### src/rtl/addsub_arbiter.sv
// addsub_arbiter: round-robin sharing of one combinational add/sub unit between two valid/ready requesters.
// Define FIXED_PRIO_EN to make requester 0 always win a tie.
module addsub_arbiter #(
    parameter int DATA_W = 4
) (
    input  logic              clk,
    input  logic              rst_n,
    input  logic              req0_valid,
    output logic              req0_ready,
    input  logic [DATA_W-1:0] req0_a,
    input  logic [DATA_W-1:0] req0_b,
    input  logic              req0_m,
    input  logic              req1_valid,
    output logic              req1_ready,
    input  logic [DATA_W-1:0] req1_a,
    input  logic [DATA_W-1:0] req1_b,
    input  logic              req1_m,
    output logic [DATA_W-1:0] au_a,
    output logic [DATA_W-1:0] au_b,
    output logic              au_m,
    input  logic [DATA_W-1:0] au_s,
    input  logic              au_v,
    output logic              rsp_valid,
    input  logic              rsp_ready,
    output logic              rsp_id,
    output logic [DATA_W-1:0] rsp_s,
    output logic              rsp_v
);
    localparam logic [1:0] IDLE = 2'd0;
    localparam logic [1:0] EXEC = 2'd1;
    localparam logic [1:0] RESP = 2'd2;

    logic [1:0]        state_q, state_d;
    logic              last_q, last_d;
    logic              id_q, id_d;
    logic [DATA_W-1:0] a_q, a_d, b_q, b_d, s_q, s_d;
    logic              m_q, m_d, v_q, v_d;
    logic              pick1;

`ifdef FIXED_PRIO_EN
    logic unused_last;
    assign unused_last = last_q;
    assign pick1 = req1_valid && !req0_valid;
`else
    // On a tie the requester that did not win last time gets the unit.
    assign pick1 = req1_valid && (!req0_valid || !last_q);
`endif

    assign req0_ready = (state_q == IDLE) && req0_valid && !pick1;
    assign req1_ready = (state_q == IDLE) && pick1;
    assign au_a       = a_q;
    assign au_b       = b_q;
    assign au_m       = m_q;
    assign rsp_valid  = (state_q == RESP);
    assign rsp_id     = id_q;
    assign rsp_s      = s_q;
    assign rsp_v      = v_q;

    always_comb begin
        state_d = state_q;
        last_d  = last_q;
        id_d    = id_q;
        a_d     = a_q;
        b_d     = b_q;
        m_d     = m_q;
        s_d     = s_q;
        v_d     = v_q;
        if (req0_ready || req1_ready) begin
            a_d     = req1_ready ? req1_a : req0_a;
            b_d     = req1_ready ? req1_b : req0_b;
            m_d     = req1_ready ? req1_m : req0_m;
            id_d    = req1_ready;
            last_d  = req1_ready;
            state_d = EXEC;
        end
        if (state_q == EXEC) begin
            s_d     = au_s;
            v_d     = au_v;
            state_d = RESP;
        end
        if (state_q == RESP && rsp_ready) state_d = IDLE;
    end

    always_ff @(posedge clk or negedge rst_n) begin
        if (!rst_n) begin
            state_q <= IDLE;
            last_q  <= 1'b1;
            id_q    <= 1'b0;
            a_q     <= '0;
            b_q     <= '0;
            m_q     <= 1'b0;
            s_q     <= '0;
            v_q     <= 1'b0;
        end else begin
            state_q <= state_d;
            last_q  <= last_d;
            id_q    <= id_d;
            a_q     <= a_d;
            b_q     <= b_d;
            m_q     <= m_d;
            s_q     <= s_d;
            v_q     <= v_d;
        end
    end
endmodule

### config.mk
export PLATFORM = sky130hd
export DESIGN_NAME = addsub_arbiter
export DESIGN_NICKNAME = d
export VERILOG_FILES = /design/src/rtl/addsub_arbiter.sv
export SDC_FILE = /design/constraint.sdc
export NUM_CORES = 1
export LEC_CHECK = 0
export ABC_AREA = 0
export CAP_MARGIN = 0
export CORE_AREA = 5 5 56 58
export DETAILED_ROUTE_END_ITERATION = 12
export DIE_AREA = 0 0 61 63
export GPL_ROUTABILITY_DRIVEN = 0
export PLACE_DENSITY = 0.74
export SYNTH_ARGS = -nofsm -noshare
export SYNTH_HDL_FRONTEND = slang
export SYNTH_SLANG_ARGS = --single-unit
export TNS_END_PERCENT = 30
### constraint.sdc
create_clock -name clk -period 1.8 [get_ports clk]
set_input_delay 0.18 -clock clk [delete_from_list [all_inputs] [get_ports clk]]
set_output_delay 0.18 -clock clk [all_outputs]
set_load 0.03 [all_outputs]
==> results of run 1 <==
[per-layer routing]
layer	wire, microns	track usage	vias up
li1	-	-	304
met1	819	0.140	301
met2	1150	0.203	26
met3	142	0.0207	4
met4	32	0.0569	0
met5	0	0	-
[kinds of logic (layout without fill, tap and decap cells)]
logic type | count (synthesis) | after routing
compound gates | 5 | 5
buf+inv | 6 | 56
flops | 18 | 18
mux | 23 | 23
simple gates | 8 | 8
[power by group through the flow]
stage                     Sequential [W]  Clock (W)  Combinational [W]
after global routing            0.000792   0.000234            0.00160
after global placement          0.000760          0            0.00150
after CTS                       0.000764   0.000216            0.00154
after detailed placement        0.000770          0            0.00154
final                           0.000762   0.000201            0.00152
after floorplan                  0.00109          0           0.000640
[metrics by stage]
step / TNS, ps / std cells / utilization / instance area (sq um)
6_report: 0 / 141 / 0.531 / 1390
5_1_grt: 0 / 141 / 0.531 / 1390
4_1_cts: 0 / 141 / 0.531 / 1390
3_5_place_dp: -85.7 / 137 / 0.522 / 1360
3_3_place_gp: 0 / 137 / 0.522 / 1360
2_1_floorplan: 0 / 60 / - / 873
[final cells by class]
| cell class | count | area [sq um] |
|---|---|---|
| tap | 31 | 38.8 |
| fill | 234 | 1230 |
| inverter | 4 | 15.0 |
| timing repair buffer | 48 | 467 |
| sequential | 18 | 452 |
| clock buffer | 4 | 26.3 |
| multi-input combinational | 36 | 390 |
[cells in the mapped netlist (all sizes together)]
library cell   n
mux2          23
dfrtp         17
inv            4
nand2          3
o21ai          3
buf            2
a21boi         1
a21o           1
and2b          1
dfstp          1
nor2           1
nor2b          1
nor3b          1
or2b           1
[worst max-delay path: cells and delay by family, from the launching register on]
kind | cells | cell delay (ps)
flops | 1 | 440
simple gates | 2 | 360
buf+inv | 2 | 410
[flip-flops by register name, indices dropped and copies added (netlist names)]
| name | cells |
|---|---|
| state_q | 2 |
| rsp_id | 1 |
| last_q | 1 |
| au_a | 4 |
| rsp_v | 1 |
| rsp_s | 4 |
| au_b | 4 |
| au_m | 1 |
[path summary, 6_finish.rpt]
check | start | to | slack, ps | cells past startpoint
min | rst_n | au_a[2] | 200 | 2
min in group clk | rsp_ready | state_q[1] | 480 | 3
max in group asynchronous | rst_n | last_q | 1330 | 2
min reg2reg | last_q | last_q | 500 | 2
max | state_q[1] | req0_ready | 130 | 4
max reg2reg | state_q[1] | au_b[0] | 210 | 4
[repair_timing]
action	4_1_cts	5_1_grt
endpoints found under the setup margin	1	0
resized for setup	1	0
endpoints found under the hold margin	0	0
hold buffers	0	0
==> out/results.txt, run 1 <==
Status - finished clean
Die Footprint - 3840 sq um
Die Height - 63 microns
Logic pwr share - 0.612
Via/cell ratio - 4.50
Post-synthesis mux area share - 0.357
Final worst-path setup slack - 128 ps
Xor/xnor share of the synthesized area - 0
Cell count after synthesis - 60
Fin. max-slew vios - 0
Syn nets - 88
CTS H-Tree Depth - 1
Hold Worst Slack - 203 ps
Synth top area share - 0.487
Crit path kind - flip-flop to primary output
Initial antenna violation count - 0
Power Density - 1790 nW/um^2
Hold Crit Class - input pin to async pin
First-pass DRT Iterations - 2
CP max stage cell - dfrtp_1
Clock period minus worst slack - 1670 ps
First-pass GRT wire length - 3390 microns
Crit end category - primary output
Total track usage - 0.119
# setup viols final - 0
First DRT Iteration DRCs - 8
Final period utilization - 0.929
Net switching power - 0.000960 W
Crit start category - flip-flop
Gr ovfl total - 0
Later-pin clock latency in the skew report - 290 ps
Max Root-Sink Buffers - 2
Fmax - 598 MHz
Most common cell after layout, fill and taps aside - clkdlybuf4s50_1
CTS buffer count - 3
Share of power burned in registers - 0.307
Setup Buffers After CTS - 0
Setup Skew - 6.95 ps
Int Pwr - 0.00152 W
Worst path required time - 1620 ps
Layout cells sized above 1 - 0.300
Num ports - 46
HPWL after detailed placement - 1740 microns
Initial core utilization - 0.334
Nets - 139
Number of port buffers - 45
Core region area - 2620 sq um
Most common cell on crit path - buf_4
Synth warnings - 0
Final ANT Viol Nets - 0
Wirelength, routed - 2140 microns
Largest family of logic cells by synthesized area - multiplexers
Largest net degree at the start of global routing - 19
Max Fanout on Critical Path - 12
Worst slew pin tran - 327 ps
N_diodes - 0
Flops & latches, synth - 18
Dominant cells by area after synthesis - dfrtp_1 (49%), mux2_4 (24%), mux2_2 (12%), dfstp_2 (3.0%), o21ai_0 (1.7%)
Syn avg cell area - 14.6 sq um
Slowest Stage Delay on Critical Path - 440 ps
Clock power frac - 0.081
Tot Pwr - 0.00248 W
Vias in the first global route - 762
Die width - 61 microns
Compound-Gate Fraction of Synth Area - 0.0344
CTS Root Cell - clkbuf_4
Via count - 635
CTS tree - built
Layout area overhead - 59.0%
Mapped Area - 873 sq um
Crit-path cells - nor3b_2 -> buf_4 -> nor2b_1 -> buf_4
Residual DRC - 0
Crit path DAT - 1490 ps
Seq/Total Area, Yosys - 0.517
Max rail drop VDD - 0.000982 V
Pleak - 0.633 nW
Num rows - 19
Clk sinks - 18
Max_cap viols - 0
Net Sw Frac - 0.387
Commonest cells after routing, fill and taps aside - clkdlybuf4s50_1 (42), dfrtp_1 (17), mux2_4 (14)
Post-synthesis simple-gate area fraction - 0.0559
Pre-CTS WS - -37.7 ps
Fin. Hold Viols - 0
Yosys top cell by area - dfrtp_1
Slew Limit Headroom - 0.781
Reg clk slew, reported paths - 100 ps
Netlist cell types - 16
Wire per inst - 15.2 microns
Unrepaired setup endpoints after global routing - no
Post-synthesis adder-cell area fraction - 0
(Power assumes the default switching activity.)
==> run 2, diff against run 1 <==
Clock period 1.8 ns to 2 ns, I/O delays scaled along.
==> run 2 against run 1 <==
Net effect: via count is 3.5% higher; highest routed layer unchanged; clock power is 6% lower; largest cell class unchanged; combinational power decreased by 9.9%; non-clock buffer count unchanged; critical path depth shrank 2; routed wire length down 4.2%.
==> out/results.txt, run 2 (synthesis results as in run 1) <==
Status - finished clean (unchanged)
Later-pin clock latency in the skew report - 300 ps (was 290 ps)
CP max stage cell - clkdlybuf4s50_1 (was dfrtp_1)
Logic pwr share - 0.613 (was 0.612)
Int Pwr - 0.00138 W (was 0.00152 W)
HPWL after detailed placement - 1630 microns (was 1740 microns)
Number of port buffers - 45 (unchanged)
Share of power burned in registers - 0.302 (was 0.307)
Net Sw Frac - 0.386 (was 0.387)
Slowest Stage Delay on Critical Path - 660 ps (was 440 ps)
Residual DRC - 0 (unchanged)
Num ports - 46 (unchanged)
R2r startpoint - state_q[1] (unchanged)
Pleak - 0.631 nW (was 0.633 nW)
Max Root-Sink Buffers - 2 (unchanged)
WP buf/inv - 1 (was 2)
# setup viols final - 0 (unchanged)
Fmax - 555 MHz
CTS tree - built (unchanged)
Die Height - 63 microns (unchanged)
Crit path DAT - 1600 ps (was 1490 ps)
Clk sinks - 18 (unchanged)
First-pass DRT Iterations - 2 (unchanged)
Power Density - 1610 nW/um^2 (was 1790 nW/um^2)
Setup TNS - 0 ps (unchanged)
Hold Crit Class - input pin to async pin (unchanged)
Clock power frac - 0.084 (was 0.081)
Largest net degree at the start of global routing - 13 (was 19)
Layout cells sized above 1 - 0.300 (unchanged)
Final ANT Viol Nets - 0 (unchanged)
Footprint of the multi-input gates - 390 sq um (unchanged)
Pre-CTS WS - 152 ps (was -37.7 ps)
GRT met2 Usage - 0.187 (was 0.203)
CTS Root Cell - clkbuf_4 (unchanged)
Post-CTS Resized - 0 (was 1)
Initial core utilization - 0.334 (unchanged)
Worst slew pin tran - 437 ps (was 327 ps)
Setup Buffers After CTS - 0 (unchanged)
Grt met1 use - 0.150 (was 0.140)
Fin. Hold Viols - 0 (unchanged)
Wire per inst - 14.6 microns (was 15.2 microns)
Final worst-path setup slack - 197 ps (was 128 ps)
Most common cell after layout, fill and taps aside - clkdlybuf4s50_1 (unchanged)
Fin. max-slew vios - 0 (unchanged)
First DRT Iteration DRCs - 9 (was 8)
Clock period minus worst slack - 1800 ps
Reg clk slew, reported paths - 110 ps (was 100 ps)
Crit start category - flip-flop (unchanged)
Initial antenna violation count - 0 (unchanged)
Net switching power - 0.000863 W (was 0.000960 W)
Nets - 139 (unchanged)
Delay-heaviest family, CP - buffers and inverters (was flip-flops)
Gr ovfl total - 0 (unchanged)
Setup Skew - 12.7 ps (was 6.95 ps)
Setup slack, reg-to-reg - 400 ps (was 210 ps)
Crit-path cells - and2b_1 -> clkdlybuf4s50_1 (was nor3b_2 -> buf_4 -> nor2b_1 -> buf_4)
Slew Limit Headroom - 0.708 (was 0.781)
Total track usage - 0.118 (was 0.119)
Max_cap viols - 0 (unchanged)
Unrepaired setup endpoints after global routing - no (unchanged)
Die width - 61 microns (unchanged)
WP depth - 2 (was 4)
Gr busiest metal - met2 (unchanged)
Num rows - 19 (unchanged)
Layout area overhead - 59.2% (was 59.0%)
N_diodes - 0 (unchanged)
Final period utilization - 0.901
Via count - 657 (was 635)
Vias in the first global route - 732 (was 762)
Max Fanout on Critical Path - 6 (was 12)
Wirelength, routed - 2060 microns (was 2140 microns)
Placed instance count - 137 (unchanged)
Via/cell ratio - 4.66 (was 4.50)
Worst path required time - 1800 ps (was 1620 ps)
First-pass GRT wire length - 3390 microns (about the same)
R2r endpoint - au_b[0] (unchanged)
Met3 Resource Use GR - 0.0227 (was 0.0207)
Crit end category - primary output (unchanged)
Max rail drop VDD - 0.000868 V (was 0.000982 V)
CTS H-Tree Depth - 1 (unchanged)
Fill cells - 242 (was 234)
Cts hold-fix bufs - 0 (unchanged)
Reg2Reg Depth - 4 (unchanged)
Reg area - 452 sq um (unchanged)
Die Footprint - 3840 sq um (unchanged)
Core region area - 2620 sq um (unchanged)
Commonest cells after routing, fill and taps aside - clkdlybuf4s50_1 (43), dfrtp_1 (17), mux2_4 (14) (was clkdlybuf4s50_1 (42), dfrtp_1 (17), mux2_4 (14))
Crit path kind - flip-flop to primary output (unchanged)
CTS buffer count - 3 (unchanged)
Final cell count without fillers - 141 (unchanged)
-- run 2: cell types whose count changed in the layout (fill, tap and decap cells not counted) --
cell             change
dlygate4sd2_1        -1
clkdlybuf4s50_1      +1
-- run 2: per-stage QoR --
stage	hold WS, ps	util	area (sq um)	total power, W
floorplan	-95.6	-	873	0.00156
global placement	479	0.522	1360	0.00204
detailed placement	492	0.522	1360	0.00207
CTS	203	0.532	1390	0.00227
global route	236	0.532	1390	0.00237
finish	197	0.532	1390	0.00224
-- run 2: power by group through the flow --
stage / Sequential (W) / Clock (W) / Combinational, W
4_1_cts: 0.000681 / 0.000198 / 0.00139
5_1_grt: 0.000709 / 0.000209 / 0.00146
2_1_floorplan: 0.000985 / 0 / 0.000576
3_3_place_gp: 0.000682 / 0 / 0.00136
6_report: 0.000677 / 0.000189 / 0.00137
3_5_place_dp: 0.000685 / 0 / 0.00138
-- run 2: routing by layer --
layer / up-vias / routed length (microns)
met5: - / 0
met4: 0 / 29
met3: 4 / 126
met2: 26 / 1080
met1: 322 / 819
li1: 305 / -
-- run 2: worst max-delay path by stage --
stage / startpoint / end
after floorplan: state_q[1] / req0_ready
after detailed placement: req0_valid / au_b[1]
after global placement: req0_valid / au_b[1]
after global routing: state_q[0] / rsp_valid
final: state_q[0] / rsp_valid
after CTS: state_q[0] / rsp_valid
-- run 2: cell type report --
class,count,area share
sequential,18,0.325
tap,31,0.0279
multi-input combinational,36,0.281
timing repair buffer,48,0.337
clock buffer,4,0.0189
inverter,4,0.0108
==> run 3, diff against run 2 <==
Settings changed: REMOVE_ABC_BUFFERS set to 1.
==> run 3 against run 2 <==
Net effect: routed wire length shrank 4.6%; sequential share of layout area shrank 0.23 points; critical path depth is the same; cell area grew 0.72%; via count grew 0.76%; final cell count is the same; count of clock-buffer cells in the layout is the same; sequential cell count is the same; critical endpoint unchanged.
==> out/results.txt, run 3 (synthesis results as in run 1) <==
CTS buffer count - 3 (unchanged)
Clk sinks - 18 (unchanged)
Number of port buffers - 45 (unchanged)
Crit end category - primary output (unchanged)
Worst slew pin tran - 644 ps (was 437 ps)
Most common cell after layout, fill and taps aside - clkdlybuf4s50_1 (unchanged)
Nets - 139 (unchanged)
CTS H-Tree Depth - 1 (unchanged)
Residual DRC - 0 (unchanged)
Final worst-path setup slack - 186 ps (was 197 ps)
Setup Skew - 1.48 ps (was 12.7 ps)
Crit-path cells - and2b_1 -> clkdlybuf4s50_1 (unchanged)
Max Fanout on Critical Path - 6 (unchanged)
Fill cells - 237 (was 242)
Later-pin clock latency in the skew report - 290 ps (was 300 ps)
N_diodes - 0 (unchanged)
Via/cell ratio - 4.70 (was 4.66)
First-pass DRT Iterations - 2 (unchanged)
Pre-CTS WS - 137 ps (was 152 ps)
Pleak - 0.637 nW (was 0.631 nW)
Die Footprint - 3840 sq um (unchanged)
Fin. Hold Viols - 0 (unchanged)
Fmax - 551 MHz (was 555 MHz)
CTS tree - built (unchanged)
Final ANT Viol Nets - 0 (unchanged)
First DRT Iteration DRCs - 1 (was 9)
Reg clk slew, reported paths - 100 ps (was 110 ps)
Unrepaired setup endpoints after global routing - no (unchanged)
Die Height - 63 microns (unchanged)
Fin. max-slew vios - 0 (unchanged)
Post-CTS Resized - 0 (unchanged)
Crit path DAT - 1610 ps (was 1600 ps)
Layout area overhead - 60.3% (was 59.2%)
Layout cells sized above 1 - 0.309 (was 0.300)
Via count - 662 (was 657)
CTS Root Cell - clkbuf_4 (unchanged)
Commonest cells after routing, fill and taps aside - clkdlybuf4s50_1 (43), dfrtp_1 (17), mux2_4 (14) (unchanged)
Footprint of the multi-input gates - 390 sq um (unchanged)
Num rows - 19 (unchanged)
Final period utilization - 0.907 (was 0.901)
First-pass GRT wire length - 3350 microns (was 3390 microns)
Power Density - 1620 nW/um^2 (was 1610 nW/um^2)
Hold Crit Class - input pin to async pin (unchanged)
Cts hold-fix bufs - 0 (unchanged)
Initial core utilization - 0.334 (unchanged)
CP max stage cell - clkdlybuf4s50_1 (unchanged)
Largest net degree at the start of global routing - 15 (was 13)
Gr ovfl total - 0 (unchanged)
Crit path kind - flip-flop to primary output (unchanged)
Num ports - 46 (unchanged)
Status - finished clean (unchanged)
Wirelength, routed - 1960 microns (was 2060 microns)
HPWL after detailed placement - 1580 microns (was 1630 microns)
Reg area - 452 sq um (unchanged)
Die width - 61 microns (unchanged)
# setup viols final - 0 (unchanged)
Setup Buffers After CTS - 0 (unchanged)
Worst path required time - 1800 ps (about the same)
Crit start category - flip-flop (unchanged)
Setup TNS - 0 ps (unchanged)
Max_cap viols - 0 (unchanged)
Initial antenna violation count - 0 (unchanged)
Max Root-Sink Buffers - 2 (unchanged)
Vias in the first global route - 773 (was 732)
Slew Limit Headroom - 0.569 (was 0.708)
Wire per inst - 13.9 microns (was 14.6 microns)
Slowest Stage Delay on Critical Path - 660 ps (about the same)
Max rail drop VDD - 0.000848 V (was 0.000868 V)
Core region area - 2620 sq um (unchanged)
Clock period minus worst slack - 1810 ps (was 1800 ps)
Total track usage - 0.116 (was 0.118)
==> run 3: layout make-up <==
cell class	instances	area share
clock buffer	4	0.0259
inverter	4	0.0107
multi-input combinational	36	0.279
sequential	18	0.323
tap	31	0.0277
timing repair buffer	48	0.334
==> run 3: worst paths after layout <==
| check | start | end | slack [ps] | cells past startpoint |
|---|---|---|---|---|
| max reg2reg | state_q[1] | au_b[0] | 380 | 4 |
| min | rst_n | au_a[3] | 290 | 1 |
| min in group clk | rsp_ready | state_q[1] | 480 | 3 |
| max | state_q[0] | rsp_valid | 190 | 2 |
| min reg2reg | last_q | last_q | 500 | 2 |
| max in group asynchronous | rst_n | rsp_s[3] | 1180 | 2 |
==> run 3: routing by layer <==
layer / up-vias / global-route usage / part of all wire
met1: 316 / 0.131 / 0.39
met3: 2 / 0.0496 / 0.12
li1: 308 / - / -
met4: 0 / 0.0407 / 0.0087
met5: - / 0 / 0
met2: 36 / 0.190 / 0.48
==> run 3: metrics by stage <==
step	std cells	util	hold WS [ps]	cell area (sq um)	total power (W)
after floorplan	58	-	-95.6	857	0.00155
after global placement	137	0.522	477	1360	0.00204
after detailed placement	137	0.522	485	1360	0.00206
after CTS	141	0.535	308	1400	0.00230
after global routing	141	0.535	318	1400	0.00241
final	141	0.535	295	1400	0.00227
==> run 3: power breakdown <==
group	internal (W)	switching (W)
combinational	0.000737	0.000626
sequential	0.000561	0.000119
clock	0.000111	0.000114
==> run 3: critical path, delay by kind of cell (launching register included) <==
kind	cells	cell delay (ps)
buffers and inverters	1	660
flip-flops	1	450
AND/OR/NAND/NOR	1	210
